--- src/rtl/jk_prime_seq.sv ---
// Prime-number sequencer built from a WIDTH-bit bank of JK flip-flops (up/down, load with prime snap, wrap pulse).
// Latency: one clk from a sampled en/load to the new Q; QN, wrap and idx are registered alongside Q.
// Backpressure: none; en=0 holds the state. Build with PRIME_IDX_EN to add the prime-index output idx.
module jk_prime_seq #(
    parameter int WIDTH = 4,
    parameter int IDX_W = 4
) (
    input  logic             clk,
    input  logic             reset,
    input  logic             en,
    input  logic             dir,
    input  logic             load,
    input  logic [WIDTH-1:0] load_val,
    output logic [WIDTH-1:0] Q,
    output logic [WIDTH-1:0] QN,
    output logic             wrap
`ifdef PRIME_IDX_EN
    ,
    output logic [IDX_W-1:0] idx
`endif
);

    localparam int NV   = 1 << WIDTH;
    localparam int PMIN = 2;

    typedef logic [NV-1:0][WIDTH-1:0] vtab_t;
    typedef logic [NV-1:0]            btab_t;

    // Values stay below 256, so divisors up to 15 are enough.
    function automatic logic is_prime(int n);
        if (n < 2) return 1'b0;
        for (int d = 2; d < 16; d++)
            if (d < n && (n % d) == 0) return 1'b0;
        return 1'b1;
    endfunction

    function automatic int first_ge(int v);
        int r = -1;
        for (int n = NV - 1; n >= 0; n--)
            if (n >= v && is_prime(n)) r = n;
        return r;
    endfunction

    function automatic int last_le(int v);
        int r = -1;
        for (int n = 0; n < NV; n++)
            if (n <= v && is_prime(n)) r = n;
        return r;
    endfunction

    localparam int PMAX = last_le(NV - 1);

    // mode 0: ascending step, 1: descending step, 2: load snap, 3: prime index
    function automatic int step_val(int mode, int v);
        int r;
        case (mode)
            0: begin r = first_ge(v + 1); if (r < 0) r = PMIN; end
            1: begin r = last_le(v - 1);  if (r < 0) r = PMAX; end
            2: begin r = first_ge(v);     if (r < 0) r = PMIN; end
            default: begin
                r = 0;
                for (int n = 0; n < NV; n++)
                    if (n < v && is_prime(n)) r++;
            end
        endcase
        return r;
    endfunction

    function automatic vtab_t build_val(int mode);
        vtab_t t;
        for (int v = 0; v < NV; v++) t[v] = WIDTH'(step_val(mode, v));
        return t;
    endfunction

    function automatic btab_t build_wrap(logic up);
        btab_t t;
        for (int v = 0; v < NV; v++)
            t[v] = up ? (first_ge(v + 1) < 0) : (last_le(v - 1) < 0);
        return t;
    endfunction

    localparam vtab_t UP_T   = build_val(0);
    localparam vtab_t DN_T   = build_val(1);
    localparam vtab_t SNAP_T = build_val(2);
    localparam btab_t UP_W   = build_wrap(1'b1);
    localparam btab_t DN_W   = build_wrap(1'b0);
    localparam logic [WIDTH-1:0] PMIN_V = WIDTH'(PMIN);

    function automatic logic jk(logic q, logic j, logic k);
        case ({j, k})
            2'b10:   return 1'b1;
            2'b01:   return 1'b0;
            2'b11:   return ~q;
            default: return q;
        endcase
    endfunction

    logic [WIDTH-1:0] nxt;
    logic             nxt_wrap;

    always_comb begin
        nxt      = Q;
        nxt_wrap = 1'b0;
        if (load) begin
            nxt = SNAP_T[load_val];
        end else if (en) begin
            if (dir) begin
                nxt      = UP_T[Q];
                nxt_wrap = UP_W[Q];
            end else begin
                nxt      = DN_T[Q];
                nxt_wrap = DN_W[Q];
            end
        end
    end

`ifdef PRIME_IDX_EN
    localparam vtab_t IDX_T = build_val(3);
`endif

    // Q takes J=nxt/K=~nxt; QN is its own JK bank with the swapped excitation.
    always_ff @(posedge clk or negedge reset) begin
        if (!reset) begin
            Q    <= PMIN_V;
            QN   <= ~PMIN_V;
            wrap <= 1'b0;
`ifdef PRIME_IDX_EN
            idx  <= '0;
`endif
        end else begin
            for (int i = 0; i < WIDTH; i++) begin
                Q[i]  <= jk(Q[i], nxt[i], ~nxt[i]);
                QN[i] <= jk(QN[i], ~nxt[i], nxt[i]);
            end
            wrap <= nxt_wrap;
`ifdef PRIME_IDX_EN
            idx  <= IDX_W'(IDX_T[nxt]);
`endif
        end
    end

endmodule

--- config.mk ---
export PLATFORM = sky130hd
export DESIGN_NAME = jk_prime_seq
export DESIGN_NICKNAME = d
export VERILOG_FILES = /design/src/rtl/jk_prime_seq.sv
export SDC_FILE = /design/constraint.sdc
export NUM_CORES = 1
export LEC_CHECK = 0
export ABC_AREA = 0
export CORE_AREA = 10 10 47 49
export CTS_BUF_LIST = sky130_fd_sc_hd__clkbuf_4
export CTS_CLUSTER_SIZE = 24
export DETAILED_ROUTE_END_ITERATION = 8
export DIE_AREA = 0 0 57 59
export PLACE_DENSITY = 0.84
export REMOVE_ABC_BUFFERS = 1
export SLEW_MARGIN = 20
export SYNTH_ARGS = -nofsm -noshare
export SYNTH_HDL_FRONTEND = slang
export SYNTH_SLANG_ARGS = --single-unit
--- constraint.sdc ---
create_clock -name clk -period 2.2 [get_ports clk]
set_input_delay 0.22 -clock clk [delete_from_list [all_inputs] [get_ports clk]]
set_output_delay 0.22 -clock clk [all_outputs]
set_load 0.02 [all_outputs]
## Word level (Yosys, flattened, before mapping)

Memory sizes are Yosys's and may differ from the RTL's.
Index checks and enable logic that the tools add are counted.

- Memory bits (read-only): 224
- Output and inout bits: 9
- Memories kept: 5
- Register bits: 9
- Input bits: 9
- Logic and storage cells: 79

- Reduce and logical (&&, ||, !) cells: 8
- Muxes and demuxes: 19
- Bitwise logic cells: 12
- Equality and inequality tests: 24
- Order comparisons: 2

Memories:

| name | words | width | rd ports | clocked after Yosys merged registers in | write ports | RTL line | text |
|---|---|---|---|---|---|---|---|
| (no name shown) | 16 | 4 | 1 | 0 | 0 | 111 | `nxt = DN_T[Q];` |
| (no name shown) | 16 | 4 | 1 | 0 | 0 | 108 | `nxt = UP_T[Q];` |
| (no name shown) | 16 | 4 | 1 | 0 | 0 | 105 | `nxt = SNAP_T[load_val];` |
| (no name shown) | 16 | 1 | 1 | 0 | 0 | 112 | `nxt_wrap = DN_W[Q];` |
| (no name shown) | 16 | 1 | 1 | 0 | 0 | 109 | `nxt_wrap = UP_W[Q];` |

Operators by type and width:

| kind | count |
|---|---|
| equality test 2 bit, second input constant | 16 |
| two-way mux 4 bit | 6 |
| case mux 1 bit (3 select lines) | 8 |
| nonzero test 3 bit | 8 |
| equality test 2 x 1 -> 1 bit, second input constant | 8 |
| NOT 1 bit | 12 |
| < comparator 4 x 5 -> 1 bit, second input constant | 2 |
| two-way mux 1 bit | 5 |

## Longest topological paths before layout

Gate-level depths: netlist (run 1).

- Depth after elaboration: 8
- Depth in mapped cells: 5
- Depth with buffers taken out: 4

## Worst setup path before layout (run 1)

Ideal clock, no wire load.

- Kind: reg2reg
- Start: register Q[1]
- End: register QN[1]
- Required time: 2.076 ns
- Setup time: 0.124 ns
- Cell stages (with the launch flop): 6
- Data arrival time: 1.552 ns
- Buffers on the path: 1
- Path slack: 0.524 ns
- Cells stage by stage: dfstp_2 -> buf_4 -> nand2_2 -> a221o_1 -> and3_1 -> o31a_1

- Longest elaborated chain between the ends: 8
- Elaborated cells on any way between the ends: 13

Ends and longest elaborated chain:

| item | RTL line | text |
|---|---|---|
| start: declaration | 14 | `output logic [WIDTH-1:0] Q,` |
| start signal: indexed assignment | 132 | `Q[i] <= jk(Q[i], nxt[i], ~nxt[i]);` |
| memory (16 x 4 bit) (on tied branches) | n/a |  |
| two-way mux 4 bit (on tied branches) | 111, 108 |  |
| two-way mux 4 bit | 107 | `if (dir) begin` |
| two-way mux 4 bit (*) | 106 | `end else if (en) begin` |
| two-way mux 4 bit (*) | 104 | `if (load) begin` |
| NOT 1 bit | 133 | `QN[i] <= jk(QN[i], ~nxt[i], nxt[i]);` |
| equality test 2 bit / equality test 2 x 1 -> 1 bit (equally long branches) | 90 | `case ({j, k})` |
| case mux 1 bit (3 select lines) / nonzero test 3 bit (equally long branches) | n/a |  |
| end signal: assignment | 125 | `QN <= ~PMIN_V;` |
| end signal: indexed assignment | 133 |  |
| end: declaration | 15 | `output logic [WIDTH-1:0] QN,` |

Every way passes the cells marked *; elsewhere a longest branch is shown, timed or not. The select of a mux whose other input is x is not followed.
A chain may end at the register's enable or synchronous reset.

## Worst setup path after layout (run 1)

- Start: register Q[2]
- End: output Q[2]

No word-level cell between the ends.

==> results.json, run 1 <==
{
  "status": "finished, final reports clean",
  "cp.buffers_inverters": 1,
  "ff2ff_setup_slack_ns": 0.54,
  "cp_max_fo": 16,
  "antenna_found_initial": 0,
  "rsz0062_at_grt": "no",
  "root_buffer": "clkbuf_4",
  "placed_area_sq_um": 746,
  "drc": 0,
  "grt_first_pass_wirelength_um": 2280,
  "vias": 559,
  "tns_ns": 0,
  "fin_ws_ns": 0.385,
  "insertion_delay_ns": 0.27,
  "place.gp.congestion": 0.849,
  "clock_path_buffers": 2,
  "synth_top_area_share_pct": 21.6,
  "power_density_nw_per_um2": 682,
  "pre_cts_slack_ns": 0.344,
  "totalWireLength_um": 1390,
  "ios": 18,
  "firstDrtPassIters": 4,
  "start_kind": "flop",
  "cp_top_family": "buffers and inverters",
  "hpwl_um": 1080,
  "cts_htree_levels": 1,
  "clkTransAtPathRegs_ns": 0.07,
  "cp_slowest_stage_delay_ns": 0.70,
  "finalNetCount": 88,
  "dieArea_sq_um": 3360,
  "ys_types": 31,
  "max-slew-margin-rel_pct": 69.2,
  "core-area_sq_um": 1400,
  "max_cap_violations": 0,
  "fin_area_sq_um": 773,
  "via_per_inst": 5.95,
  "multi_input_area_sq_um": 314,
  "grt_max_degree": 17,
  "p_leak_nw": 0.296,
  "post_cts_resized": 0,
  "hold_viol": 0,
  "initial_utilization_pct": 41.4,
  "port_buffers": 17,
  "critPathSlowestCell": "clkdlybuf4s50_1",
  "cp_cell_sequence": "clkdlybuf4s50_1",
  "cts_hold_buf": 0,
  "syn_area_sq_um": 581,
  "synth_top_cell_by_area": "dfrtp_1",
  "reg2regPathDepth": 4,
  "worstPathRequired_ns": 1.98,
  "irDropWorstVdd_uv": 467,
  "die-width_um": 57,
  "ys_seq_area_share_pct": 39.7,
  "hp-class": "input port to asynchronous set/reset pin",
  "crit_path_end_kind": "primary output",
  "crit_type": "flop to primary output",
  "cts_made_buffers": 3,
  "wl_per_cell_um": 14.8,
  "maxSlewViolCount": 0,
  "ys_warn_count": 0,
  "synth_ff_type": "dfrtp_1",
  "final_cell_mix": "clkdlybuf4s50_1, dfrtp_1, o21ai_0",
  "fillers": 132,
  "areaGrowthSynthToFinish_pct": 33.2,
  "drive_above_1_share_pct": 15.4,
  "synthArstFlopShare_pct": 100,
  "die_h_um": 59,
  "antenna_left": 0,
  "fin_crit_sh_pct": 82.5,
  "track_usage_pct": 8.41,
  "overflow": 0,
  "r2r_end": "QN[1]",
  "avgSynthCellArea_sq_um": 9.52,
  "min_period_ns": 1.81,
  "cts_tree": "done",
  "drt_iter0_drc": 12,
  "tightestPinTransition_ns": 0.462,
  "synth_area_leaders": "dfrtp_1, dfstp_2, o31ai_1",
  "ff_latch_area_sq_um": 230,
  "diodes": 0,
  "grt_pass1_vias": 508,
  "rows": 14,
  "ys_ff_latch": 9,
  "worstPathArrival_ns": 1.59,
  "fmax_mhz": 551,
  "setup_viol": 0,
  "clock-sinks": 9,
  "syn_inst": 61,
  "skew_ns": 0.00172,
  "mostFrequentLayoutCell": "clkdlybuf4s50_1",
  "post_cts_buffers": 0,
  "rr_startpoint": "Q[1]",
  "synth_edf_count": 0
}
## Yosys cell counts (2+ instances only)
library cell and count:
dfrtp_1 5, o21ai_0 5, dfstp_2 4, nand2_1 4
o31ai_1 4, nor2_1 3, o31a_1 3, a211oi_1 2
a21oi_1 2, and3_1 2, buf_2 2, mux2i_1 2
nand2b_1 2, nor2b_1 2, o211ai_1 2, o221ai_1 2
## cell families (layout without fill, tap and decap cells)
group	after synthesis	after routing	share of synthesized area, %
compound gates	25	25	31.9
simple gates	18	18	17.2
flops	9	9	39.7
buf+inv	6	23	6.25
mux	2	2	3.45
xor+xnor	1	1	1.51
## per-stage QoR
stage          instances  hold slack [ns]  power [mW]  util (%)
3_3_place_gp          90            0.537       0.392      53.2
4_1_cts               94            0.254       0.534      55.2
5_1_grt               94            0.265       0.560      55.2
2_1_floorplan         56          -0.0756       0.313         -
3_5_place_dp          90            0.548       0.398      53.2
6_report              94            0.237       0.527      55.2
## worst max path at each step
stage	startpoint	end	slack, ns	depth (start not counted)
after detailed placement	dir	Q[0]	0.34	5
after floorplan	Q[1]	QN[1]	0.57	4
after CTS	Q[2]	Q[2]	0.38	1
after global routing	Q[2]	Q[2]	0.33	1
after global placement	dir	Q[0]	0.37	5
final	Q[2]	Q[2]	0.39	1
## metal layers
metal | track usage, % | part of all wire, % | up-vias
met3 | 3.22 | 7.3 | 4
met4 | 5.03 | 2.6 | 0
met5 | 0 | 0 | -
li1 | - | - | 268
met2 | 13.8 | 49 | 20
met1 | 8.98 | 41 | 267
## where the power goes
part	switching (mW)	internal, mW	leakage [nW]
combinational	0.0817	0.0881	0.175
clock	0.0665	0.0673	0.0177
sequential	0.0322	0.191	0.103
total	0.180	0.347	0.296
## state kept, by name (all words and copies together) (netlist names)
register  cells
QN            4
wrap          1
Q             4
## area by class of cell
| type | instances | share of cell area, % |
|---|---|---|
| Clock inverter | 1 | 0.647 |
| Timing Repair Buffer | 18 | 23.0 |
| Clock buffer | 3 | 2.91 |
| Sequential cell | 9 | 29.8 |
| Tap cell | 16 | 2.59 |
| Multi-Input combinational cell | 46 | 40.6 |
| Inverter | 1 | 0.485 |
Power figures use the tool's default switching activity.
==> run 2, diff against run 1 <==
Clock period 2.2 ns to 1.7 ns, I/O delays scaled along.
==> results.json, run 2 (synthesis gave the netlist of run 1 again) <==
{
  "cts_made_buffers": 3,
  "mostFrequentLayoutCell": "clkdlybuf4s50_1",
  "rsz0062_at_grt": "no",
  "fmax_mhz": 625,
  "cts_htree_levels": 1,
  "ios": 18,
  "crit_start": "Q[0]",
  "cts_hold_buf": 0,
  "internal_power_uw": 460,
  "overflow": 0,
  "p_leak_nw": 0.319,
  "die-width_um": 57,
  "pre_cts_slack_ns": 0.0430,
  "crit_type": "flop to primary output",
  "power_density_nw_per_um2": 851,
  "antenna_found_initial": 0,
  "cp_slowest_stage_delay_ns": 0.67,
  "skew_ns": 0.00706,
  "totalWireLength_um": 1430,
  "place.gp.congestion": 0.902,
  "rows": 14,
  "areaGrowthSynthToFinish_pct": 39.7,
  "hpwl_um": 1170,
  "status": "finished, final reports clean",
  "cp_max_fo": 9,
  "post_cts_resized": 1,
  "core-area_sq_um": 1400,
  "vias": 563,
  "fillers": 134,
  "clkTransAtPathRegs_ns": 0.07,
  "grt_first_pass_wirelength_um": 2500,
  "crit_path_end_kind": "primary output",
  "post_cts_buffers": 0,
  "min_period_ns": 1.60,
  "p_comb_share_pct": 35.2,
  "ff2ff_setup_slack_ns": 0.12,
  "critPathSlowestCell": "clkdlybuf4s50_1",
  "hold_viol": 0,
  "dieArea_sq_um": 3360,
  "die_h_um": 59,
  "clkPwrFrac_pct": 24.0,
  "placed_area_sq_um": 783,
  "drc": 0,
  "fin_area_sq_um": 811,
  "rr_startpoint": "Q[1]",
  "via_per_inst": 5.69,
  "maxSlewViolCount": 0,
  "tightestPinTransition_ns": 0.409,
  "power_uw": 690,
  "max-slew-margin-rel_pct": 72.6,
  "worstPathArrival_ns": 1.43,
  "cp_cell_sequence": "clkdlybuf4s50_1",
  "drt_iter0_drc": 11,
  "track_usage_pct": 9.06,
  "max_cap_violations": 0,
  "drive_above_1_share_pct": 21.7,
  "p_seq_share_pct": 40.8,
  "port_buffers": 17,
  "root_buffer": "clkbuf_4",
  "tns_ns": 0,
  "reg.largest.list": "QN (4), Q (4), wrap (1)",
  "p_sw_uw": 230,
  "final_cell_mix": "clkdlybuf4s50_1, buf_4, o21ai_0",
  "finalNetCount": 93,
  "initial_utilization_pct": 41.4,
  "start_kind": "flop",
  "diodes": 0,
  "clock-sinks": 9,
  "wl_per_cell_um": 14.4,
  "firstDrtPassIters": 4,
  "clock_path_buffers": 2,
  "cp.buffers_inverters": 1,
  "insertion_delay_ns": 0.26,
  "irDropWorstVdd_uv": 536,
  "fin_crit_sh_pct": 94.1,
  "setup_viol": 0,
  "antenna_left": 0,
  "worstPathRequired_ns": 1.53,
  "grt_max_degree": 13,
  "grt_pass1_vias": 565,
  "cp_top_family": "buffers and inverters",
  "hp-class": "input port to asynchronous set/reset pin",
  "fin_ws_ns": 0.100,
  "cts_tree": "done",
  "switching_share_pct": 33.4
}
[run 2: stage by stage]
step | util (%) | instances | hold WS [ns]
final | 57.9 | 99 | 0.200
after detailed placement | 55.9 | 95 | 0.496
after global placement | 55.9 | 95 | 0.481
after floorplan | - | 56 | -0.126
after CTS | 57.8 | 99 | 0.206
after global routing | 57.9 | 99 | 0.201
[run 2: cell type report]
cell class / instances / area (sq um) / area share [%]
multi-input combinational: 46 / 314 / 38.7
sequential: 9 / 231 / 28.5
timing repair buffer: 23 / 214 / 26.4
clock buffer: 3 / 22.5 / 2.78
tap: 16 / 20.0 / 2.47
clock inverter: 1 / 5.00 / 0.617
inverter: 1 / 3.75 / 0.463
[run 2: routing by layer]
layer  part of all wire [%]  GRT usage [%]  up-vias
met1                     42           8.99      264
met5                      0              0        -
met3                    7.5           5.15        2
li1                       -              -      278
met2                     50           16.1       19
met4                   0.35           2.01        0
[run 2: worst paths after layout]
check	endpoint	cells after the start
max	Q[0]	1
min	Q[0]	1
max reg2reg	QN[1]	4
min reg2reg	Q[1]	2
max in group asynchronous	QN[2]	1
min in group clk	Q[3]	3
[run 2: power by group through the flow]
stage	Sequential, mW	Combinational (mW)	Clock, mW
2_1_floorplan	0.318	0.0874	0
3_3_place_gp	0.283	0.240	0
3_5_place_dp	0.285	0.246	0
4_1_cts	0.281	0.245	0.175
5_1_grt	0.287	0.264	0.190
6_report	0.281	0.243	0.166
==> run 3, diff against run 2 <==
Clock period 1.7 ns to 1.8 ns, I/O delays scaled along.
==> results.json, run 3 (synthesis gave the netlist of run 1 again) <==
{
  "clock_path_buffers": 2,
  "hp-class": "input port to asynchronous set/reset pin",
  "areaGrowthSynthToFinish_pct": 37.5,
  "cp.buffers_inverters": 1,
  "totalWireLength_um": 1420,
  "place.gp.congestion": 0.861,
  "reg.largest.list": "QN (4), Q (4), wrap (1)",
  "skew_ns": 0.00392,
  "setup_viol": 0,
  "antenna_found_initial": 0,
  "max-slew-margin-rel_pct": 72.9,
  "tightestPinTransition_ns": 0.406,
  "root_buffer": "clkbuf_4",
  "use_met3_pct": 3.86,
  "dieArea_sq_um": 3360,
  "cp_cell_sequence": "clkdlybuf4s50_1",
  "wl_per_cell_um": 14.6,
  "diodes": 0,
  "ff2ff_setup_slack_ns": 0.14,
  "drive_above_1_share_pct": 18.5,
  "power_uw": 652,
  "crit_type": "flop to primary output",
  "cts_made_buffers": 3,
  "drt_iter0_drc": 9,
  "min_period_ns": 1.71,
  "top_usage_layer": "met2",
  "hpwl_um": 1120,
  "grt_util_met1_pct": 9.84,
  "cts_tree": "done",
  "worstPathArrival_ns": 1.53,
  "grt_pass1_vias": 519,
  "mostFrequentLayoutCell": "clkdlybuf4s50_1",
  "die_h_um": 59,
  "irDropWorstVdd_uv": 509,
  "fmax_mhz": 586,
  "cts_hold_buf": 0,
  "worstPathRequired_ns": 1.62,
  "ios": 18,
  "p_leak_nw": 0.318,
  "rsz0062_at_grt": "no",
  "crit_path_end_kind": "primary output",
  "tns_ns": 0,
  "grt_use_met2_pct": 14.6,
  "reg2regPathDepth": 4,
  "maxSlewViolCount": 0,
  "track_usage_pct": 8.93,
  "fin_crit_sh_pct": 94.8,
  "rows": 14,
  "start_kind": "flop",
  "r2r_end": "QN[1]",
  "grt_first_pass_wirelength_um": 2420,
  "overflow": 0,
  "clock-sinks": 9,
  "initial_utilization_pct": 41.4,
  "via_per_inst": 5.71,
  "hold_viol": 0,
  "dp.cells": 93,
  "vias": 554,
  "insertion_delay_ns": 0.26,
  "fin_cells": 97,
  "drc": 0,
  "cp_slowest_stage_delay_ns": 0.69,
  "critPathSlowestCell": "clkdlybuf4s50_1",
  "final_cell_mix": "clkdlybuf4s50_1, dfrtp_1, o21ai_0",
  "antenna_left": 0,
  "die-width_um": 57,
  "grt_max_degree": 14,
  "cp_max_fo": 13,
  "rr_startpoint": "Q[1]",
  "clkTransAtPathRegs_ns": 0.07,
  "core-area_sq_um": 1400,
  "finalNetCount": 91,
  "firstDrtPassIters": 4,
  "max_cap_violations": 0,
  "post_cts_buffers": 0,
  "port_buffers": 17,
  "status": "finished, final reports clean",
  "cp_top_family": "buffers and inverters",
  "post_cts_resized": 0,
  "power_density_nw_per_um2": 817,
  "cts_htree_levels": 1
}
[run 3: cell types whose count changed in the layout (fill, tap and decap cells not counted), sizes merged]
cell	delta
buf	-2
dlygate4sd2	-1
dlymetal6s2s	+1
[run 3: how the worst max path moves through the flow]
stage,start,end,slack [ns],cells past startpoint
finish,Q[2],Q[2],0.09,1
CTS,Q[1],Q[1],0.05,1
global placement,dir,Q[2],0.09,5
global route,Q[1],Q[1],0.009,4
detailed placement,dir,Q[2],0.07,5
floorplan,Q[1],QN[1],0.17,4
[run 3: final cells by class]
cell class / instances / area (sq um)
Fill cell: 135 / 603
Tap cell: 16 / 20.0
Multi-Input combinational cell: 46 / 314
Timing Repair Buffer: 21 / 203
Sequential cell: 9 / 230
Clock inverter: 1 / 5.00
Clock buffer: 3 / 22.5
Inverter: 1 / 3.75
[run 3: routing by layer]
| layer | vias up | wire, um |
|---|---|---|
| met2 | 15 | 679 |
| met4 | 0 | 11 |
| li1 | 277 | - |
| met3 | 2 | 91 |
| met1 | 260 | 637 |
| met5 | - | 0 |
[run 3: where the power goes]
group / switching [mW] / internal (mW) / total [mW]
Combinational: 0.104 / 0.114 / 0.218
Clock: 0.0807 / 0.0820 / 0.163
Sequential: 0.0374 / 0.234 / 0.271
Total: 0.222 / 0.430 / 0.652
[run 3: per-stage QoR]
stage / hold slack, ns / instance area, sq um / setup slack [ns] / utilization (%)
floorplan: -0.116 / 548 / 0.174 / -
global placement: 0.497 / 768 / 0.0856 / 54.8
detailed placement: 0.504 / 768 / 0.0697 / 54.8
CTS: 0.222 / 796 / 0.0512 / 56.8
global route: 0.226 / 798 / 0.00918 / 57.0
finish: 0.208 / 798 / 0.0934 / 57.0
==> variant 1: new RTL, config.mk and constraints of run 2 <==
The option `PRIME_IDX_EN` is turned on by a define.
--- a/src/rtl/jk_prime_seq.sv
+++ b/src/rtl/jk_prime_seq.sv
@@ -2,4 +2,6 @@
 // Latency: one clk from a sampled en/load to the new Q; QN, wrap and idx are registered alongside Q.
 // Backpressure: none; en=0 holds the state. Build with PRIME_IDX_EN to add the prime-index output idx.
+`define PRIME_IDX_EN
+
 module jk_prime_seq #(
     parameter int WIDTH = 4,
Function (old outputs only; new: idx): kept (equiv_simple and equiv_induct, registers matched by name and starting in step).
==> variant 1 against run 2 <==
  * The flow now finishes with violations (setup timing)
  * Critical path depth increased by 7
  * Total power is 43% higher
  * Synthesized area rose by 29%
  * Wire length grew 51%
  * Worst setup slack lost 0.12 ns
  * Via count rose by 29%
  * Register-to-register slack got worse by 0.14 ns
  * Clock power grew 17%
  * Sequential cell count increased by 2
  * Sequential share of layout area fell by 3.5 points
  * Utilization up 23 points
  * Final area grew 39%
  * Largest cell class unchanged
  * Largest power group is now combinational logic
==> variant 1: results (changes against run 2) <==
Clock transition at path regs - 0.07 ns (about the same)
Largest net degree at the start of global routing - 12 (-1)
Slowest cell delay on critical path - 0.48 ns (-0.19 ns)
Pre-CTS setup slack - -0.176 ns (-0.219 ns)
Clock Latency Late Sink - 0.27 ns
Top Registers - QN (4), Q (4), idx (2)
Root Driver - clkbuf_4
GRT Total Usage - 0.120 (+0.0296)
Final setup viols - 1 (+1)
GR Overflow Total - 0 (unchanged)
Final net count - 121 (+30%)
Clk buf depth - 2 (unchanged)
Yosys warnings - 0 (unchanged)
ANT cells - 0 (unchanged)
Ys async rst share - 1.00 (unchanged)
Fraction of layout cells with a size suffix above 1 - 0.414 (+0.198)
Post-CTS setup buffers - 0 (unchanged)
Vias - 729 (+29%)
Failing checks - setup timing
Detailed Route Iter0 Violations - 25 (+14)
DR pass1 iterations - 5 (+1)
DP Area - 1060 sq um (+36%)
Distinct cells, synth - 42 (+35%)
Global-route wire length before repair - 3.36 mm (+34%)
DP HPWL - 1.66 mm (+42%)
RePlAce Congestion - 0.833 (-7.7%)
P_leak - 0.496 nW (+55%)
Synth area leaders - dfrtp_1, dfstp_2, o41ai_2, o311ai_4, a21oi_1
Hold/Removal Path Class - input port to asynchronous set/reset pin
H-Tree Depth - 1 (unchanged)
Drt total wl - 2.15 mm (+51%)
Cts bufs inserted - 3 (unchanged)
CP arrival - 1.87 ns (+0.44 ns)
Leading register cell type out of synthesis - dfrtp_1
Port bufs - 20 (+3)
Post-synth top cells - dfrtp_1, inv_1, a21oi_1, dfstp_2, nor3_1
Final worst slack - -0.0236 ns (-0.124 ns)
VDD IR-drop max - 616 uV (+15%)
Fin. Hold Viols - 0 (unchanged)
Post-synthesis sequential area ratio - 0.374 (-0.0226)
Status - finished, violations left
Skew final - 0.000549 ns (-0.00651 ns)
Vias in the first global route - 759 (+34%)
FILL cells - 89 (-34%)
Initial antenna violation count - 0 (unchanged)
CP max FO - 7 (-2)
Slowest CP cell - clkdlybuf4s50_1
TNS Setup - -0.0236 ns (-0.0236 ns)
==> variant 1: cell count changes after synthesis, sizes merged, moves of 3 or more <==
| cell | before | now |
|---|---|---|
| nor3 | 0 | 4 |
| inv | 1 | 7 |
| buf | 4 | 7 |
| o21ai | 5 | 1 |
| o31ai | 4 | 1 |
| o31a | 3 | 0 |
==> variant 1: worst paths after layout <==
kind | startpoint | to | slack, ns | depth (start not counted)
max | dir | idx[0] | -0.02 | 8
min | reset | wrap | 0.23 | 1
max reg2reg | Q[1] | idx[0] | -0.02 | 7
min reg2reg | Q[3] | wrap | 0.78 | 3
max in group asynchronous | reset | Q[3] | 1.12 | 1
min in group clk | en | wrap | 0.69 | 4
==> variant 1: cells by family (layout without fill, tap and decap cells) <==
family | after synthesis | after routing | share of synthesized area
flops | 11 | 11 | 0.374
other cells | 1 | 1 | 0.00500
simple gates | 26 | 26 | 0.234
buf+inv | 15 | 52 | 0.119
compound gates | 21 | 21 | 0.269
==> variant 1: critical path: cells and delay by family <==
family | cells | cell delay [ns]
buffers and inverters | 3 | 0.84
AO/OA/AOI/OAI | 4 | 0.54
AND/OR/NAND/NOR | 1 | 0.32
==> variant 1: timing repair <==
action / CTS / global route
cloned: 0 / 0
gates resized for setup: 3 / 7
setup endpoints to repair: 6 / 4
pin swaps: 0 / 2
==> variant 1: cell type report <==
class                   instances  area (sq um)  share of cell area
clock buffers                   4          30.0              0.0266
inverters                       7          26.3              0.0233
well taps                      16          20.0              0.0178
repair buffers                 41           363               0.322
multi-input cells              48           405               0.360
flip-flops and latches         11           283               0.251
==> variant 1: per-stage QoR <==
step / cells / hold slack, ns
floorplan: 66 / -0.126
global placement: 123 / 0.510
detailed placement: 123 / 0.540
CTS: 127 / 0.245
global route: 127 / 0.257
finish: 127 / 0.227
==> variant 1: where the power goes <==
part	switching, mW	internal (mW)
logic	0.216	0.223
clock network	0.0875	0.107
registers	0.0428	0.310
==> variant 1: metal layers <==
layer	GRT usage	share of wire	vias up
met5	0	0	-
met4	0.0470	0.020	0
met3	0.0322	0.042	6
met2	0.214	0.53	26
met1	0.132	0.41	351
li1	-	-	346
==> variant 2: new RTL, flow settings as in run 2 <==
Made on the original files. Make the reset (`reset`) synchronous in one clocked block.
--- a/src/rtl/jk_prime_seq.sv
+++ b/src/rtl/jk_prime_seq.sv
@@ -120,5 +120,5 @@
 
     // Q takes J=nxt/K=~nxt; QN is its own JK bank with the swapped excitation.
-    always_ff @(posedge clk or negedge reset) begin
+    always_ff @(posedge clk) begin
         if (!reset) begin
             Q    <= PMIN_V;
Function: differs if reset is asserted again (counterexample within 4 cycles, from zero or initial values and one cycle with reset low); with reset held inactive, the same outputs for 10 cycles.
==> variant 2 against run 2 <==
  * Clock skew shrank 0.0028 ns
  * Total power shrank 13%
  * Worst setup slack got worse by 0.022 ns
  * Wire length increased by 3.1%
  * Sequential cell count did not move
  * Sequential share of layout area shrank 5.7 points
  * Synthesized area increased by 4.5%
  * Non-clock buffer count is 2 lower
  * Count of clock-buffer cells in the layout rose by 1
  * Via count grew 11%
  * Final area unchanged
  * Combinational power down 35%
  * Largest cell class unchanged
  * Largest power group unchanged
==> variant 2: results (changes against run 2) <==
Fraction of layout cells with a size suffix above 1 - 0.140 (-0.0771)
Final net count - 103 (+11%)
Distinct cells, synth - 35 (+13%)
Worst reg-to-reg path cell count - 4 (unchanged)
Vias in the first global route - 530 (-6.2%)
Reg2reg end - Q[0]
Post-synthesis sequential area ratio - 0.297 (-0.0996)
Cts bufs inserted - 3 (unchanged)
VDD IR-drop max - 555 uV (+3.7%)
Vias - 626 (+11%)
Clk buf depth - 2 (unchanged)
Critical Path End - Q[2]
H-Tree Depth - 1 (unchanged)
Port bufs - 17 (unchanged)
Detailed Route Iter0 Violations - 22 (+11)
Tightest Pin Transition - 0.437 ns (+0.0276 ns)
Top Registers - QN (4), Q (4), wrap (1)
Post-synth top cells - dfxtp_1, nand2_1, a21oi_1, and3_1, o21ai_0
Crit. Startpoint - Q[2]
GRT Total Usage - 0.0899 (-0.000744)
Skew final - 0.00429 ns (-0.00277 ns)
Root Driver - clkbuf_4
Global-route wire length before repair - 2.47 mm (-1.4%)
Crit path max-delay family - buffers and inverters
Switch share - 0.294 (-0.0391)
Hold/Removal Path Class - input port to flip-flop
Synth area leaders - dfxtp_1, nand2_1, a21oi_1, and3_1, buf_6
Ys async rst share - 0 (-1.00)
Slowest cell delay on critical path - 0.67 ns (about the same)
Fin. Hold Viols - 0 (unchanged)
DP HPWL - 1.13 mm (-3.2%)
Area growth syn-to-layout - 33.6%
Cell depth of the worst min-delay path - 3
CP max FO - 20 (+11)
P_leak - 0.311 nW (-2.5%)
Largest net degree at the start of global routing - 21 (+8)
Leading register cell type out of synthesis - dfxtp_1
Setup slack, reg-to-reg - 0.23 ns (+0.11 ns)
RePlAce Congestion - 0.758 (-16%)
FILL cells - 133 (-0.75%)
Post-cts gate resize count - 2 (+1)
Post-CTS setup buffers - 0 (unchanged)
CP arrival - 1.45 ns (+0.02 ns)
DR pass1 iterations - 4 (unchanged)
DR WL/cell - 13.5 microns (-6.4%)
Status - complete, no violations
## variant 2: cell type report
class,instances,area [sq um],area share
clock buffer,4,30.0,0.0370
tap,16,20.0,0.0247
inverter,2,7.51,0.00926
sequential,9,185,0.228
timing repair buffer,21,200,0.247
multi-input combinational,57,368,0.454
## variant 2: logic make-up after synthesis
| kind of cell | share of synthesized area |
|---|---|
| buf+inv | 0.0969 |
| simple gates | 0.322 |
| flops | 0.297 |
| compound gates | 0.285 |
## variant 2: worst min-delay path by stage
stage,startpoint,end,slack (ns)
floorplan,reset,QN[0],0.24
global placement,Q[0],QN[1],0.73
detailed placement,Q[0],QN[1],0.72
CTS,reset,QN[0],0.56
global route,reset,QN[0],0.62
finish,reset,QN[0],0.56
## variant 2: power by group through the flow
stage / Combinational, mW / Clock [mW] / Sequential (mW)
2_1_floorplan: 0.0587 / 0 / 0.276
3_3_place_gp: 0.156 / 0 / 0.261
3_5_place_dp: 0.160 / 0 / 0.262
4_1_cts: 0.161 / 0.186 / 0.258
5_1_grt: 0.174 / 0.194 / 0.265
6_report: 0.159 / 0.179 / 0.260
## variant 2: per-layer routing
layer  part of all wire  track usage  vias to the layer above
li1                   -            -                      322
met1               0.40       0.0914                      283
met2               0.52        0.155                       19
met3              0.071       0.0472                        2
met4             0.0082       0.0302                        0
met5                  0            0                        -
## variant 2: through the flow
step	instances	area, sq um	utilization	setup slack [ns]	power [mW]
2_1_floorplan	68	556	-	0.115	0.335
3_3_place_gp	105	776	0.554	-0.0133	0.418
3_5_place_dp	105	776	0.554	-0.0240	0.422
4_1_cts	109	808	0.577	0.0101	0.605
5_1_grt	109	811	0.579	0.0179	0.632
6_report	109	811	0.579	0.0778	0.598
